==> src/rtl/spi_slave_gen.sv <==
// Parametrised SPI slave front-end for the single-port RAM subsystem.
// Deserialises {cmd, payload} MOSI frames and serialises RAM read data on MISO.
module spi_slave_gen #(
  parameter int DATA_W     = 8,
  parameter int TX_TIMEOUT = 15
) (
  input  logic                clk,
  input  logic                rst_n,
  input  logic                SS_n,
  input  logic                MOSI,
  input  logic                tx_valid,
  input  logic [DATA_W-1:0]   tx_data,
  output logic                MISO,
  output logic                rx_valid,
  output logic [DATA_W+1:0]   rx_data,
  output logic                frame_err,
  output logic                miso_busy
);

  localparam int FRAME_W = DATA_W + 2;
  localparam int CNT_W   = $clog2(FRAME_W + 1);
  localparam int TO_W    = $clog2(TX_TIMEOUT + 1);

  localparam logic [CNT_W-1:0] LAST_BIT = CNT_W'(FRAME_W - 1);
  localparam logic [CNT_W-1:0] OUT_LAST = CNT_W'(DATA_W);
  localparam logic [TO_W-1:0]  TO_LAST  = TO_W'(TX_TIMEOUT - 1);

  typedef enum logic [2:0] {
    IDLE,
    CHK_CMD,
    WRITE,
    READ_ADD,
    READ_DATA,
    WAIT_TX,
    SHIFT_OUT,
    DONE
  } state_t;

  state_t             state, state_n;
  logic [CNT_W-1:0]   bit_cnt, bit_cnt_n;
  logic [TO_W-1:0]    to_cnt, to_cnt_n;
  logic [FRAME_W-2:0] shreg, shreg_n;
  logic [DATA_W-1:0]  tx_sh, tx_sh_n;
  logic               rd_addr_rcvd, rd_addr_n;
  logic               miso_n, rx_valid_n, frame_err_n, busy_n;
  logic [FRAME_W-1:0] rx_data_n;

  logic [FRAME_W-1:0] frame_bits;
  logic [1:0]         cmd;
  logic               legal;

  assign frame_bits = {shreg, MOSI};
  assign cmd        = frame_bits[FRAME_W-1:FRAME_W-2];

  always_comb begin
    case (state)
      WRITE:     legal = ~cmd[1];
      READ_ADD:  legal = (cmd == 2'b10);
      READ_DATA: legal = (cmd == 2'b11);
      default:   legal = 1'b0;
    endcase
  end

  always_comb begin
    state_n     = state;
    bit_cnt_n   = bit_cnt;
    to_cnt_n    = to_cnt;
    shreg_n     = shreg;
    tx_sh_n     = tx_sh;
    rd_addr_n   = rd_addr_rcvd;
    rx_data_n   = rx_data;
    miso_n      = 1'b0;
    rx_valid_n  = 1'b0;
    frame_err_n = 1'b0;
    busy_n      = 1'b0;

    case (state)
      IDLE: begin
        bit_cnt_n = '0;
        to_cnt_n  = '0;
        if (!SS_n) state_n = CHK_CMD;
      end

      CHK_CMD: begin
        if (SS_n) begin
          state_n     = IDLE;
          frame_err_n = 1'b1;
          bit_cnt_n   = '0;
          to_cnt_n    = '0;
        end else begin
          shreg_n   = '0;
          bit_cnt_n = '0;
          if (!MOSI)             state_n = WRITE;
          else if (rd_addr_rcvd) state_n = READ_DATA;
          else                   state_n = READ_ADD;
        end
      end

      WRITE, READ_ADD, READ_DATA: begin
        // The last bit wins over a simultaneous SS_n release: the frame completes.
        if (bit_cnt == LAST_BIT) begin
          rx_data_n   = frame_bits;
          rx_valid_n  = legal;
          frame_err_n = ~legal;
          bit_cnt_n   = '0;
          to_cnt_n    = '0;
          if (state == READ_ADD && legal) rd_addr_n = 1'b1;
          if (SS_n)                             state_n = IDLE;
          else if (state == READ_DATA && legal) state_n = WAIT_TX;
          else                                  state_n = DONE;
        end else if (SS_n) begin
          state_n     = IDLE;
          frame_err_n = 1'b1;
          bit_cnt_n   = '0;
          to_cnt_n    = '0;
        end else begin
          shreg_n   = frame_bits[FRAME_W-2:0];
          bit_cnt_n = bit_cnt + CNT_W'(1);
        end
      end

      WAIT_TX: begin
        if (SS_n) begin
          state_n     = IDLE;
          frame_err_n = 1'b1;
          bit_cnt_n   = '0;
          to_cnt_n    = '0;
        end else if (tx_valid) begin
          // MSB goes straight to MISO; bit_cnt counts bits already presented.
          tx_sh_n   = tx_data << 1;
          miso_n    = tx_data[DATA_W-1];
          busy_n    = 1'b1;
          bit_cnt_n = CNT_W'(1);
          to_cnt_n  = '0;
          state_n   = SHIFT_OUT;
        end else if (to_cnt == TO_LAST) begin
          frame_err_n = 1'b1;
          to_cnt_n    = '0;
          state_n     = DONE;
        end else begin
          to_cnt_n = (to_cnt == '1) ? to_cnt : to_cnt + TO_W'(1);
        end
      end

      SHIFT_OUT: begin
        if (SS_n) begin
          state_n     = IDLE;
          frame_err_n = 1'b1;
          bit_cnt_n   = '0;
          to_cnt_n    = '0;
          rd_addr_n   = 1'b0;
        end else if (bit_cnt == OUT_LAST) begin
          bit_cnt_n = '0;
          rd_addr_n = 1'b0;
          state_n   = DONE;
        end else begin
          miso_n    = tx_sh[DATA_W-1];
          tx_sh_n   = tx_sh << 1;
          busy_n    = 1'b1;
          bit_cnt_n = bit_cnt + CNT_W'(1);
        end
      end

      DONE: begin
        bit_cnt_n = '0;
        to_cnt_n  = '0;
        if (SS_n) state_n = IDLE;
      end

      default: state_n = IDLE;
    endcase
  end

  always_ff @(posedge clk or negedge rst_n) begin
    if (!rst_n) begin
      state        <= IDLE;
      bit_cnt      <= '0;
      to_cnt       <= '0;
      shreg        <= '0;
      tx_sh        <= '0;
      rd_addr_rcvd <= 1'b0;
      rx_data      <= '0;
      MISO         <= 1'b0;
      rx_valid     <= 1'b0;
      frame_err    <= 1'b0;
      miso_busy    <= 1'b0;
    end else begin
      state        <= state_n;
      bit_cnt      <= bit_cnt_n;
      to_cnt       <= to_cnt_n;
      shreg        <= shreg_n;
      tx_sh        <= tx_sh_n;
      rd_addr_rcvd <= rd_addr_n;
      rx_data      <= rx_data_n;
      MISO         <= miso_n;
      rx_valid     <= rx_valid_n;
      frame_err    <= frame_err_n;
      miso_busy    <= busy_n;
    end
  end

endmodule

==> config.mk <==
export PLATFORM = sky130hd
export DESIGN_NAME = spi_slave_gen
export DESIGN_NICKNAME = d
export VERILOG_FILES = /design/src/rtl/spi_slave_gen.sv
export SDC_FILE = /design/constraint.sdc
export NUM_CORES = 1
export LEC_CHECK = 0
export ABC_AREA = 1
export CAP_MARGIN = 15
export CORE_MARGIN = 3
export CORE_UTILIZATION = 45
export DETAILED_ROUTE_END_ITERATION = 8
export PLACE_DENSITY = 0.67
export SYNTH_ARGS = -nofsm -noshare
export SYNTH_HDL_FRONTEND = slang
export SYNTH_SLANG_ARGS = --single-unit
==> constraint.sdc <==
create_clock -name clk -period 1.8 [get_ports clk]
set_input_delay 0.36 -clock clk [delete_from_list [all_inputs] [get_ports clk]]
set_output_delay 0.36 -clock clk [all_outputs]
set_load 0.05 [all_outputs]
==> metrics.md <==
| Metric | Value |
|---|---|
| Number of synthesis warnings | 0 |
| Final nets | 314 |
| Tot Pwr | 3.04 mW |
| Critical Path AT | 1840 ps |
| Die ar. | 5810 sq um |
| Worst slew pin tran | 500 ps |
| Final Cell Area | 2640 sq um |
| TritonCTS buffer count | 5 |
| CTS Sinks | 42 |
| Largest net degree at the start of global routing | 23 |
| Max frequency | 601 MHz |
| Crit path from | state[2]$_DFFE_PN0P_ |
| PortBufs | 26 |
| Fin. max-slew vios | 0 |
| Avg WL per Cell | 12.2 um |
| Crit. path cell count | 10 |
| First-pass GRT wire length | 7.88 mm |
| R2R depth | 10 |
| Power Density | 1150 nW/um^2 |
| CTS clock-pin slew for the worst setup and hold paths | 80 ps |
| Area Growth Syn to Fin | 19.0% |
| Gr usage total | 16.3% |
| First-pass DRT Iterations | 4 |
| Placed Area | 2550 sq um |
| Boundary Pins | 27 |
| WP data required | 1980 ps |
| Critical Path End | state[1]$_DFFE_PN0P_ |
| Kind of cell adding the most delay to the critical path | simple AND/OR/NAND/NOR gates |
| Slew headroom | 66.7% |
| Final worst setup slack | 137 ps |
| Clock Latency Late Sink | 290 ps |
| Post-Syn Area | 2220 sq um |
| CTS root buffer | clkbuf_8 |
| DRC Markers | 0 |
| Core area | 4560 sq um |
| Flop-to-flop setup slack | 140 ps |
| Slowest-stage cell, CP | dfrtp_1 |
| Worst-case clock buffer depth | 2 |
| CP max FO | 11 |
| Met2 WL | 1.95 mm |
| Initial DRC count | 73 |
| Commonest non-fill, non-tap cells in the layout | nand2_1 (56), dfrtp_1 (42), inv_1 (32), o21ai_0 (30), nand3_1 (24) |
| RR Startpoint | state[2]$_DFFE_PN0P_ |
| Setup TNS | 0 ps |
| Max-Cap Viols | 0 |
| Pleak | 1.28 nW |
| Dpl ws | -67.3 ps |
| Share of the yosys chip area belonging to registers | 47.4% |
| Final hold vios | 0 |
| Critical Path, Cell by Cell | inv_2, nand3_1, nand2_2, nand2_1, inv_4, nand3_1, nand2_1, nand2_1, nand2_1, nand2_1 |
| Status | finished, final reports clean |
| Synth Register Bits | 42 |
| Vias in the first global route | 1724 |
| ANT nets after route | 0 |
| Layout Cells excl Fill | 361 |
| RR Endpoint | state[1]$_DFFE_PN0P_ |
| Grt ovf | 0 |
| Most common cell after layout, fill and taps aside | nand2_1 |
| Vias per cell | 4.90 |
| Share of layout cells above drive strength 1 | 18.2% |
| Die width | 76.2 um |
| Die H | 76.2 um |
| CTS Hold Bufs | 0 |
| Hold WC Path Type | input port to async pin |
| Unique cell type count in the Yosys netlist | 37 |
| Peak supply drop | 0.533 mV |
| Final critical-path required period | 1660 ps |
| Max Used Layer | met4 |
| Cell count after synthesis | 261 |
| Core Util, Final | 57.9% |
| Wire length on met1 | 2.24 mm |
| Syn Nets | 279 |
| DRT Wirelength | 4.40 mm |
| Startpoint Class | flop |
| Critical setup path kind | flop to flop |
| RSZ-0062 raised after global routing | no |
| Clock Skews | 7.64 ps |
| Initial antenna violation count | 0 |
| GP Congestion | 0.852 |
| CP dominant cell by count | nand2_1 |
| Htree depth | 2 |
| Via count | 1770 |
| CP peak stage delay | 470 ps |
| TritonCTS clock tree | built |
| Initial Util | 48.6% |
| Crit path buffers/inverters | 2 |
| Met3 routed WL | 170 um |
| Post-Place Cells | 353 |
| Rows | 24 |
| Hold slack | 26.8 ps |
| Antenna diodes | 0 |
| Synthesized area per cell | 8.50 sq um |
| Setup Viol. Count Final | 0 |
| Crit path capture type | flop |
| Post-DP HPWL | 3.31 mm |
| Post-route clock period utilization | 92.4% |
## area by class of cell
class,count,area [sq um]
multi-input cells,170,950
fillers,426,1920
clock inverters,2,10.0
well taps,65,81.3
repair buffers,37,328
inverters,40,153
flip-flops and latches,42,1050
clock buffers,5,68.8
## Yosys cell counts
cell / instances / area [sq um]
inv_1: 32 / 120
o22ai_1: 1 / 6.26
nand2_1: 56 / 210
buf_4: 2 / 15.0
o2111ai_1: 1 / 8.76
o21ai_0: 30 / 150
o21ai_2: 1 / 8.76
a21oi_4: 1 / 16.3
dfrtp_1: 42 / 1050
ha_1: 5 / 62.6
buf_2: 2 / 10.0
xnor2_1: 2 / 17.5
a31oi_1: 1 / 6.26
o21ai_1: 2 / 10.0
buf_6: 3 / 33.8
o21a_1: 1 / 7.51
a21oi_1: 4 / 20.0
inv_4: 1 / 6.26
a211oi_1: 1 / 7.51
nor2_1: 8 / 30.0
a32oi_1: 1 / 8.76
nand3_2: 3 / 30.0
nor2_2: 2 / 12.5
clkinv_1: 1 / 3.75
xor2_1: 2 / 17.5
o21ai_4: 2 / 32.5
a21boi_0: 1 / 7.51
nand4_1: 6 / 37.5
and3_1: 1 / 6.26
a41oi_1: 1 / 8.76
nand3_1: 24 / 120
nor2_4: 2 / 22.5
nand2_4: 1 / 11.3
inv_2: 6 / 22.5
o211ai_1: 8 / 60.1
nand2_2: 2 / 12.5
clkbuf_1: 2 / 7.51
## power breakdown
group	total (mW)	internal [mW]	switching [mW]
logic	1.26	0.457	0.803
clock network	0.565	0.260	0.304
registers	1.22	1.11	0.110
## what timing repair did
action,CTS,global route
hold endpoints to repair,0,0
gates resized for setup,0,0
setup endpoints to repair,0,1
setup buffers,0,1
## state kept, by name (all words and copies together) (netlist names)
register,cells
frame_err,1
tx_sh,7
shreg,9
MISO,1
bit_cnt,4
state,3
rx_data,10
rd_addr_rcvd,1
rx_valid,1
miso_busy,1
to_cnt,4
## per-layer routing
metal  GRT usage [%]  up-vias
met5               0        -
met4            3.80        0
met3            3.19        6
met2            26.2       33
met1            22.6      804
li1                -      927
## cells by family (layout without fill, tap and decap cells)
group                    count (synthesis)  count (layout)  share of synthesized area (%)
AO/OA/AOI/OAI                           56              56                           16.2
XOR/XNOR                                 4               4                           1.58
adder cells (fa/ha/maj)                  5               5                           2.82
buffers and inverters                   49              84                           9.86
flip-flops                              42              42                           47.4
AND/OR/NAND/NOR                        105             105                           22.2
## worst min path at each step
stage / end / slack [ps]
final: rx_data[4]$_DFFE_PN0P_ / 30
after global routing: rx_data[4]$_DFFE_PN0P_ / 60
after CTS: shreg[7]$_DFFE_PN0P_ / 40
after detailed placement: rx_data[4]$_DFFE_PN0P_ / 360
after global placement: rx_data[4]$_DFFE_PN0P_ / 350
after floorplan: MISO$_DFF_PN0_ / 60
(Power assumes the default switching activity.)
